===== src/rtl/melody_seq.sv =====
// rtl/melody_seq.sv - timed (tone, duration) step sequencer for the buzzer tone bank; optional pause input under MELODY_SEQ_PAUSE_EN
module melody_seq #(
    parameter int CLK_HZ    = 50_000_000,
    parameter int TICK_HZ   = 100,
    parameter int LEN       = 16,
    parameter int DUR_W     = 8,
    parameter int GAP_TICKS = 1,
    localparam int AW       = $clog2(LEN)
) (
    input  logic             clk,
    input  logic             rb,
    input  logic             start,
    input  logic             stop,
`ifdef MELODY_SEQ_PAUSE_EN
    input  logic             pause,
`endif
    input  logic             loop,
    input  logic             wr_en,
    input  logic [AW-1:0]    wr_addr,
    input  logic [4:0]       wr_tone,
    input  logic [DUR_W-1:0] wr_dur,
    output logic [4:0]       tone,
    output logic             tone_en,
    output logic             busy,
    output logic [AW-1:0]    step,
    output logic             done
);

    localparam int TICK_DIV = CLK_HZ / TICK_HZ;
    localparam int PW       = $clog2(TICK_DIV);
    localparam int GW       = (GAP_TICKS > 0) ? $clog2(GAP_TICKS + 1) : 1;

    localparam logic [PW-1:0] PRE_LAST  = PW'(TICK_DIV - 1);
    localparam logic [AW-1:0] STEP_LAST = AW'(LEN - 1);
    localparam logic [GW-1:0] GAP_INIT  = GW'(GAP_TICKS);

    typedef enum logic [1:0] {
        S_IDLE,
        S_LOAD,
        S_PLAY,
        S_GAP
    } state_t;

    state_t           state, state_n;
    logic [AW-1:0]    step_n;
    logic [4:0]       tone_n;
    logic [DUR_W-1:0] dur_cnt, dur_cnt_n;
    logic [GW-1:0]    gap_cnt, gap_cnt_n;
    logic [PW-1:0]    pre, pre_n;

    logic [4:0]       tbl_tone [LEN];
    logic [DUR_W-1:0] tbl_dur  [LEN];
    logic [4:0]       cur_tone;
    logic [DUR_W-1:0] cur_dur;

    logic run;
    logic tick;
    logic advance;
    logic at_end;

    // Step table write port; contents deliberately survive reset
    always_ff @(posedge clk) begin
        if (wr_en) begin
            tbl_tone[wr_addr] <= wr_tone;
            tbl_dur[wr_addr]  <= wr_dur;
        end
    end

    assign cur_tone = tbl_tone[step];
    assign cur_dur  = tbl_dur[step];

    // run=0 freezes note/gap timing; without the pause option timing always runs
`ifdef MELODY_SEQ_PAUSE_EN
    assign run = !pause;
`else
    assign run = 1'b1;
`endif

    assign tick    = run && (pre == PRE_LAST);
    assign busy    = (state != S_IDLE);
    assign tone_en = (state == S_PLAY) && (tone < 5'd20) && run;

    // Next-state, datapath updates and the end-of-melody pulse
    always_comb begin
        state_n   = state;
        step_n    = step;
        tone_n    = tone;
        dur_cnt_n = dur_cnt;
        gap_cnt_n = gap_cnt;
        pre_n     = pre;
        advance   = 1'b0;
        at_end    = 1'b0;

        case (state)
            S_IDLE: begin
                if (start) begin
                    state_n = S_LOAD;
                    step_n  = '0;
                end
            end
            S_LOAD: begin
                if (cur_dur == '0) begin
                    at_end = 1'b1;
                end else begin
                    state_n   = S_PLAY;
                    dur_cnt_n = cur_dur;
                    tone_n    = cur_tone;
                    pre_n     = '0;
                end
            end
            S_PLAY: begin
                if (tick) begin
                    pre_n = '0;
                    if (dur_cnt == DUR_W'(1)) begin
                        if (GAP_TICKS > 0) begin
                            state_n   = S_GAP;
                            gap_cnt_n = GAP_INIT;
                        end else begin
                            advance = 1'b1;
                        end
                    end else begin
                        dur_cnt_n = dur_cnt - DUR_W'(1);
                    end
                end else if (run) begin
                    pre_n = pre + PW'(1);
                end
            end
            S_GAP: begin
                if (tick) begin
                    pre_n = '0;
                    if (gap_cnt == GW'(1)) begin
                        advance = 1'b1;
                    end else begin
                        gap_cnt_n = gap_cnt - GW'(1);
                    end
                end else if (run) begin
                    pre_n = pre + PW'(1);
                end
            end
            default: begin
                state_n = S_IDLE;
            end
        endcase

        if (advance) begin
            if (step == STEP_LAST) begin
                at_end = 1'b1;
            end else begin
                step_n  = step + AW'(1);
                state_n = S_LOAD;
            end
        end

        // An empty melody (marker at step 0) never loops, otherwise it would spin in LOAD
        if (at_end) begin
            step_n = '0;
            if (loop && !(state == S_LOAD && step == '0)) begin
                state_n = S_LOAD;
            end else begin
                state_n = S_IDLE;
            end
        end

        done = at_end;

        if (stop) begin
            state_n = S_IDLE;
            step_n  = '0;
            done    = 1'b0;
        end
    end

    // State and datapath registers
    always_ff @(posedge clk or negedge rb) begin
        if (!rb) begin
            state   <= S_IDLE;
            step    <= '0;
            tone    <= '0;
            dur_cnt <= '0;
            gap_cnt <= '0;
            pre     <= '0;
        end else begin
            state   <= state_n;
            step    <= step_n;
            tone    <= tone_n;
            dur_cnt <= dur_cnt_n;
            gap_cnt <= gap_cnt_n;
            pre     <= pre_n;
        end
    end

endmodule


===== config.mk =====
export PLATFORM = sky130hd
export DESIGN_NAME = melody_seq
export DESIGN_NICKNAME = d
export VERILOG_FILES = /design/src/rtl/melody_seq.sv
export SDC_FILE = /design/constraint.sdc
export NUM_CORES = 1
export LEC_CHECK = 0
export CAP_MARGIN = 20
export CORE_ASPECT_RATIO = 1.25
export CORE_MARGIN = 4
export CORE_UTILIZATION = 65
export CTS_CLUSTER_DIAMETER = 200
export DETAILED_ROUTE_END_ITERATION = 7
export GPL_TIMING_DRIVEN = 0
export HOLD_SLACK_MARGIN = 0.12
export PLACE_DENSITY = 0.84
export SYNTH_ARGS = -nofsm -noshare
export SYNTH_HDL_FRONTEND = slang
export SYNTH_SLANG_ARGS = --single-unit

===== constraint.sdc =====
create_clock -name clk -period 6.63 [get_ports clk]
set_clock_uncertainty 0.15 [all_clocks]
set_input_delay 1.326 -clock clk [delete_from_list [all_inputs] [get_ports clk]]
set_output_delay 1.326 -clock clk [all_outputs]
set_load 0.05 [all_outputs]

Yosys cells after proc, flatten, opt, wreduce, memory -nomap -nowiden --
Memory sizes are Yosys's and may differ from the RTL's. A register that Yosys moved wholly into a read port is not among the register bits. Cells that the tools add are included.
Storage, ports and cells: memories 2, bits in writable memories 208, register bits after elaboration 34, output and inout bits 12, word-level logic and storage cells 79, bits of input ports 23
Cells by class: $add $sub $neg 4, multiplexer cells 38, reduce and logical (&&, ||, !) cells 17, bitwise operators 1, order comparisons 1, equality and inequality tests 11
Memory list:
- tbl_dur | depth 16, width 8, read ports 1, clocked after memory_dff 0, wr ports 1, RTL line 52 | logic [DUR_W-1:0] tbl_dur [LEN];
- tbl_tone | depth 16, width 5, read ports 1, clocked after memory_dff 1, wr ports 1, RTL line 51 | logic [4:0] tbl_tone [LEN];
Operator list (count):
- 2-to-1 mux 19 bit | 2
- one-hot mux 19 bit (2 select lines) | 1
- 2-to-1 mux 4 bit | 6
- 2-to-1 mux 8 bit | 3
- adder 19 x 1 -> 19 bit, second input constant | 1
- equality test 19 bit, second input constant | 1
- 2-to-1 mux 2 bit | 8
- one-hot mux 8 bit (2 select lines) | 1
- 2-to-1 mux 1 bit | 15
- equality test 8 x 1 -> 1 bit, second input constant | 1
- zero test 8 bit | 1
- inequality test 2 bit, second input constant | 4
- AND reduction 4 bit | 2
- nonzero test 2 bit | 4
- subtractor 8 x 1 -> 8 bit, second input constant | 1
- one-hot mux 2 bit (3 select lines) | 1
- < comparator 5 bit, second input constant | 1
- adder 4 x 1 -> 4 bit, second input constant | 1
- equality test 2 bit, second input constant | 2
- equality test 4 bit, second input constant | 1
- zero test 4 bit | 1
- AND reduction 2 bit | 2
- logical AND 1 bit | 3
- equality test 2 x 1 -> 1 bit, second input constant | 1
- other kinds (7) | 8

Longest topological paths before layout --
Gate-level depths: netlist (run 1).
depth in word-level cells 8, depth in mapped cells 10, gate-level depth less buffers 8

Least setup slack after synthesis (run 1) --
OpenSTA, ideal clock, no wires.
path kind register -> output, start point register step[1], end point output port done, data required time 5154 ps, path slack 1898 ps, cell stages (with the launch flop) 11, path buffers 3, arrival 3256 ps, cell sequence dfrtp_1 -> buf_2 -> clkbuf_1 -> mux4_2 -> a22oi_1 -> nand2_1 -> nor4_2 -> and3_1 -> buf_6 -> a31oi_1 -> nor2_1
Between the ends: cells in the longest elaborated chain, start to end 7, elaborated cells on any way between the ends 8, classes of those cells eq/ne (1); mux (5); reduce/logical (1); memory (1)
Ends and longest elaborated chain:
- start: declaration | RTL line 25 | output logic [AW-1:0] step,
- start signal: assignment | RTL line 184 | step <= step_n;
- memory read (16 x 8 bit)
- zero test 8 bit | RTL line 102 | if (cur_dur == '0) begin
- 2-to-1 mux 1 bit | RTL line 102
- 2-to-1 mux 1 bit | RTL line 94 | case (state)
- 2-to-1 mux 1 bit | RTL line 146 | if (step == STEP_LAST) begin
- 2-to-1 mux 1 bit * | RTL line 145 | if (advance) begin
- 2-to-1 mux 1 bit * | RTL line 166 | if (stop) begin
- end: declaration | RTL line 26 | output logic done
Every way passes the cells marked *; elsewhere a longest branch is shown, timed or not.

Worst setup path after layout (run 1) --
Same ends and word-level chain as after synthesis.

==> results_dict.tcl, run 1 <==
set metrics [dict create \
    grt_util_all_layers 0.284 \
    synth_flop_cell "edfxtp_1" \
    postSynth.asyncResetShare 0.158 \
    postSynthCellCount 593 \
    synth.cell_area_mm2 0.0102 \
    netSwitchingFraction 0.219 \
    worstHoldStart "gap_cnt" \
    grt_start_max_net_pins 40 \
    dr.max_layer_used "met4" \
    clock_tree.root_cell "clkbuf_16" \
    timing.rr.end "pre[0]" \
    drt_iter0_drc 712 \
    antenna_cells 0 \
    synth_cell_type_count 52 \
    setup_tns_ns 0 \
    crit_path_max_incr_delay_ns 0.81 \
    multi_input_area_mm2 0.00286 \
    power_frac_seq 0.510 \
    worst_reg_to_reg_setup_slack_ns 2.90 \
    cts-resized-gates 0 \
    report.final.setup_viol 0 \
    cts_inserted_buffers 24 \
    drt-pass1-iter-count 8 \
    critical_path_class "register to primary output" \
    post-route-period-util 0.909 \
    buf_inv_stages_crit_path 4 \
    initial_core_util 0.660 \
    die-area_mm2 0.0178 \
    cts.reportedPaths.clkPinSlew_ns 0.07 \
    switching_power_mw 0.766 \
    fillCellCount 856 \
    p_leak_nw 3.93 \
    std_cell_rows 51 \
    setup_crit_start_kind "register" \
    comb_power_share 0.066 \
    layout_setup_ws_ns 0.602 \
    gp_congestion 0.849 \
    antenna_found_initial 0 \
    synth-edff-count 208 \
    final_antenna_net_count 0 \
    final_layout_size_suffix_gt1_frac 0.212 \
    detailed_place_hpwl_mm 14.6 \
    crit_path_cell_trace "buf_2 > clkbuf_1 > mux4_2 > a22oi_1 > nand2_1 > nor4_2 > and3_1 > buf_6 > a31oi_1 > nor2_1 > clkdlybuf4s50_1" \
    critical-path-top-delay-family "buffers and inverters" \
    ios 35 \
    reg2reg_depth 9 \
    internal-power_mw 2.72 \
    pd_cells_mw_per_mm2 294 \
    cts_tree "built" \
    critical_path_arrival_ns 4.55 \
    critical-path-slowest-cell "clkdlybuf4s50_1" \
    post_cts.repair.setup_buffers 0 \
    met2_length_mm 12.9 \
    cap_violations 0 \
    detailroute.via_count 6067 \
    routedWlPerCell_um 27.4 \
    clkPwrFrac 0.423 \
    chipHeight_um 148 \
    grt_pass1_vias 6191 \
    register_area_mm2 0.00722 \
    core-area_mm2 0.0155 \
    timing.critical_path.required_ns 5.15 \
    detailroute.wirelength.met3_mm 1.88 \
    status "finished clean" \
    mean_area_per_synthesized_cell_um2 17.3 \
    timing.final.hold_violations 0 \
    timing.max_slew.rel_slack 0.301 \
    postRouteWirelength_mm 24.5 \
    avgViaCountPerCell 6.80 \
    timing_max_transition_violations_final 0 \
    max-vdd-ir-drop_mv 0.213 \
    dpl_worst_slack_ns 1.29 \
    worstPathMaxFanout 10 \
    yosysWarningCount 0 \
    max_clock_freq_ghz 0.166 \
    synth_seq_cells 247 \
    min_path_type "register to register" \
    port-buffer-count 33 \
    nets 690 \
    tot_pwr_mw 3.49 \
    clock_latency_ns 0.51 \
    cts_num_sinks 247 \
    worst_margin_slew_ns 1.05 \
    synth_fp_nets 621 \
    grt_pass1_wl_mm 37.3 \
    cts_h_tree_depth 1 \
    mostFrequentLayoutCell "edfxtp_1" \
    drt-met1-wl_mm 9.05 \
    remaining_drc_errors 0 \
    post_synthesis_sequential_area_ratio 0.705 \
    holdPathEnd "gap_cnt" \
    reg2reg_from "step[1]" \
    min_period_ns 6.03 \
    holdPathStages 1 \
    cts_max_path_buffers 3 \
    mostFrequentLayoutCells "edfxtp_1 (208), mux4_2 (57), dfrtp_1 (39)" \
    grt_setup_unrepaired "false" \
    die_x_um 120 \
    holdBufCountCts 0 \
    globalRoute.totalOverflow 0 \
    syn2layout_area_growth_pct 15.9 \
    critPathCaptureType "primary output" \
]
-- layer usage --
metal	GRT usage	vias to the layer above
met5	0	-
met4	0.0913	0
met3	0.0403	48
met2	0.491	385
li1	-	2534
met1	0.379	3100
-- stage by stage --
stage | utilization | hold WS, ns | std cells | area [um^2]
after global routing | 0.765 | 0.366 | 892 | 11900
after CTS | 0.765 | 0.355 | 892 | 11900
final | 0.765 | 0.363 | 892 | 11900
after detailed placement | 0.710 | 0.335 | 848 | 11000
after global placement | 0.699 | 0.306 | 838 | 10800
after floorplan | - | 0.292 | 593 | 10200
-- area by class of cell --
type | count | share of cell area
sequential | 247 | 0.609
multi-input combinational | 304 | 0.241
clock buffer | 28 | 0.0545
timing repair buffer | 43 | 0.0385
tap | 212 | 0.0224
clock inverter | 16 | 0.0183
buffer | 29 | 0.0124
inverter | 13 | 0.00411
-- cell usage after synthesis, types with 4 or more instances --
cell type  count  area (um^2)
nor2_1        30          113
mux4_2        57         1280
a31oi_1        6         37.5
clkbuf_1      15         56.3
nand3b_1       4         30.0
nand3_1       22          110
nand2_1       31          116
buf_6          4         45.0
edfxtp_1     208         6250
a22o_1         4         35.0
mux2_2         6         67.6
dfrtp_1       39          976
nor2b_1        5         31.3
nand2b_1       8         50.1
or3_1          8         50.1
inv_1         13         48.8
o311ai_1       6         52.6
nand4_1        4         25.0
and2_1         4         25.0
ha_1           5         62.6
a21o_1         6         45.0
nor3_1        16         80.1
nor4_1         4         25.0
o21ai_0       10         50.1
buf_2          7         35.0
a21oi_1       11         55.1
a22oi_1       17          128
-- worst reg2reg max path: stages, from the launching register on --
cell and delay, ns:
dfrtp_1 0.40, buf_2 0.29, clkbuf_1 0.67, mux4_2 0.44, a22oi_1 0.24, nand2_1 0.18
nor4_2 0.42, a21boi_1 0.26, nor2_1 0.39, mux2_2 0.23
-- power groups by stage --
stage	combinational (mW)	sequential, mW	clock (mW)
3_3_place_gp	0.210	1.81	0
4_1_cts	0.230	1.78	1.49
5_1_grt	0.248	1.79	1.55
3_5_place_dp	0.228	1.81	0
6_report	0.231	1.78	1.48
2_1_floorplan	0.109	1.83	0
-- kinds of logic (layout without fill, tap and decap cells) --
family / count (synthesis) / after routing / synth area share
buffers and inverters: 42 / 129 / 0.0192
AOI/OAI and AO/OA: 77 / 77 / 0.0527
adders and majority gates: 5 / 5 / 0.00611
xor gates and xnor gates: 3 / 3 / 0.00257
DFF: 247 / 247 / 0.705
and+or+nand+nor: 153 / 153 / 0.0787
muxes: 66 / 66 / 0.135
-- how the worst max path moves through the flow --
stage                     startpoint   end  slack (ns)  depth (start not counted)
final                        step[1]  done        0.60                         11
after global routing         step[1]  done        0.46                         11
after CTS                    step[1]  done        0.64                         11
after detailed placement     step[1]  done        1.29                         11
after global placement       step[1]  done        1.32                         11
after floorplan              step[1]  done        1.90                         10
-- state kept, by name, summed over array words and instances, names as in the netlist --
| signal | cells |
|---|---|
| tbl_dur | 128 |
| tbl_tone | 80 |
| pre | 19 |
| dur_cnt | 8 |
| tone | 5 |
| step | 4 |
| state | 2 |
| gap_cnt | 1 |
Power figures use the tool's default switching activity.
==> run 2, diff against run 1 <==
--- a/config.mk
+++ b/config.mk
@@ -14,6 +14,7 @@
 export GPL_TIMING_DRIVEN = 0
 export HOLD_SLACK_MARGIN = 0.12
 export PLACE_DENSITY = 0.84
+export SKIP_LAST_GASP = 1
 export SYNTH_ARGS = -nofsm -noshare
 export SYNTH_HDL_FRONTEND = slang
 export SYNTH_SLANG_ARGS = --single-unit
==> results of run 2 <==
Same layout as run 1: the final DEF is identical, and so are final timing and power.
==> run 3, diff against run 2 <==
--- a/config.mk
+++ b/config.mk
@@ -11,7 +11,7 @@
 export CORE_UTILIZATION = 65
 export CTS_CLUSTER_DIAMETER = 200
 export DETAILED_ROUTE_END_ITERATION = 7
-export GPL_TIMING_DRIVEN = 0
+export GPL_TIMING_DRIVEN = 1
 export HOLD_SLACK_MARGIN = 0.12
 export PLACE_DENSITY = 0.84
 export SKIP_LAST_GASP = 1
==> run 3 against run 2 <==
Effect of this change:
- sequential share of layout area up 1.0 points
- register-to-register slack better by 0.21 ns
- hold slack worse by 0.017 ns
- sequential power about the same
- fmax up 4.5%
- clock-buffer cell count down 1
- design area down 1.6%
- critical path type unchanged
==> results_dict.tcl, run 3 (synthesis results as in run 1) <==
set metrics [dict create \
    min_period_ns 5.77 \
    holdBufCountCts 0 \
    critical_path_class "register to primary output" \
    syn2layout_area_growth_pct 14.0 \
    cts_max_path_buffers 3 \
    status "finished clean" \
    post_cts.repair.setup_buffers 0 \
    mostFrequentLayoutCells "edfxtp_1 (208), mux4_2 (57), dfrtp_1 (37)" \
    cap_violations 0 \
    ios 35 \
    setup_crit_start_kind "register" \
    grt_start_max_net_pins 40 \
    remaining_drc_errors 0 \
    cts_tree "built" \
    post-route-period-util 0.870 \
    min_path_type "register to register" \
    critical-path-slowest-cell "dfrtp_4" \
    pd_cells_mw_per_mm2 291 \
    timing_max_transition_violations_final 0 \
    critical_path_arrival_ns 4.29 \
    routedWlPerCell_um 26.5 \
    die_x_um 120 \
    crit_path_max_incr_delay_ns 0.88 \
    timing.final.hold_violations 0 \
    globalRoute.totalOverflow 0 \
    critical-path-top-delay-family "simple AND/OR/NAND/NOR gates" \
    worstPathMaxFanout 37 \
    port-buffer-count 34 \
    cts_h_tree_depth 1 \
    buf_inv_stages_crit_path 1 \
    largest_register_ff_count 128 \
    detailed_place_hpwl_mm 13.3 \
    clock_tree.root_cell "clkbuf_16" \
    std_cell_rows 51 \
    timing.critical_path.required_ns 5.15 \
    cts_num_sinks 247 \
    cts-resized-gates 0 \
    timing.max_slew.rel_slack 0.300 \
    avgViaCountPerCell 6.71 \
    critPathCaptureType "primary output" \
    grt_setup_unrepaired "false" \
    clock_latency_ns 0.52 \
    report.final.setup_viol 0 \
    p_leak_nw 3.87 \
    initial_core_util 0.660 \
    reg_top3 "tbl_dur x128, tbl_tone x80, pre x19" \
    largest_register "tbl_dur" \
    grt_util_all_layers 0.271 \
    final_layout_size_suffix_gt1_frac 0.203 \
    grt_pass1_vias 6003 \
    mostFrequentLayoutCell "edfxtp_1" \
    grt_pass1_wl_mm 35.7 \
    setup_tns_ns 0 \
    die-area_mm2 0.0178 \
    core-area_mm2 0.0155 \
    cts_inserted_buffers 24 \
    drt-pass1-iter-count 5 \
    nets 669 \
    chipHeight_um 148 \
    worst_margin_slew_ns 1.05 \
    detailroute.via_count 5844 \
    crit_path_cell_trace "mux4_2 > a22oi_1 > nand2_1 > nor4_2 > and3_1 > a31oi_1 > nor2_1 > clkdlybuf4s50_1" \
    cts.reportedPaths.clkPinSlew_ns 0.07 \
    final_antenna_net_count 0 \
    antenna_cells 0 \
    antenna_found_initial 0 \
    dpl_worst_slack_ns 1.43 \
    layout_setup_ws_ns 0.863 \
    postRouteWirelength_mm 23.1 \
    gp_congestion 0.862 \
    max-vdd-ir-drop_mv 0.258 \
    max_clock_freq_ghz 0.173 \
    drt_iter0_drc 769 \
]
run 3: changes by cell type in the layout (fill, tap and decap cells not counted), moves of 3 or more:
cell	change
buf_4	+17
clkbuf_1	-16
buf_6	-9
nor2_1	+9
nor2_2	-9
buf_2	-7
buf_8	-5
clkinv_2	+5
buf_1	-3
nor3_2	-3
nor3_4	+3
run 3: per-layer routing:
metal | up-vias | track usage | share of wire
li1 | 2490 | - | -
met1 | 2917 | 0.369 | 0.36
met2 | 382 | 0.449 | 0.51
met3 | 55 | 0.0552 | 0.097
met4 | 0 | 0.0918 | 0.030
met5 | - | 0 | 0
run 3: worst paths after layout:
| kind | to | cells past startpoint | slack (ns) | startpoint |
|---|---|---|---|---|
| setup / recovery | done | 8 | 0.86 | step[0] |
| hold / removal | gap_cnt | 1 | 0.35 | gap_cnt |
| setup reg to reg | tone[1] | 6 | 3.11 | step[3] |
| hold reg to reg | gap_cnt | 1 | 0.35 | gap_cnt |
| max in group asynchronous | step[0] | 1 | 4.90 | rb |
| min in group asynchronous | pre[6] | 1 | 0.79 | rb |
run 3: power by group:
group	leakage, nW	internal, mW	total (mW)	switching [mW]
sequential	2.39	1.74	1.79	0.0433
combinational	1.08	0.0841	0.224	0.140
clock	0.399	0.818	1.39	0.572
run 3: final cells by class:
cell class                 count  area [um^2]
sequential                   247         7230
fill                         846         3830
tap                          212          265
clock inverter                17          170
clock buffer                  27          643
inverter                      13         48.8
multi-input combinational    304         2860
timing repair buffer          51          463
run 3: per-stage QoR:
step | power, mW | std cells | area, um^2 | hold slack, ns | utilization
4_1_cts | 3.41 | 869 | 11700 | 0.340 | 0.752
2_1_floorplan | 1.94 | 593 | 10200 | 0.292 | -
3_3_place_gp | 2.02 | 825 | 10800 | 0.321 | 0.700
6_report | 3.40 | 871 | 11700 | 0.346 | 0.753
5_1_grt | 3.50 | 871 | 11700 | 0.379 | 0.753
3_5_place_dp | 2.04 | 825 | 10800 | 0.318 | 0.700
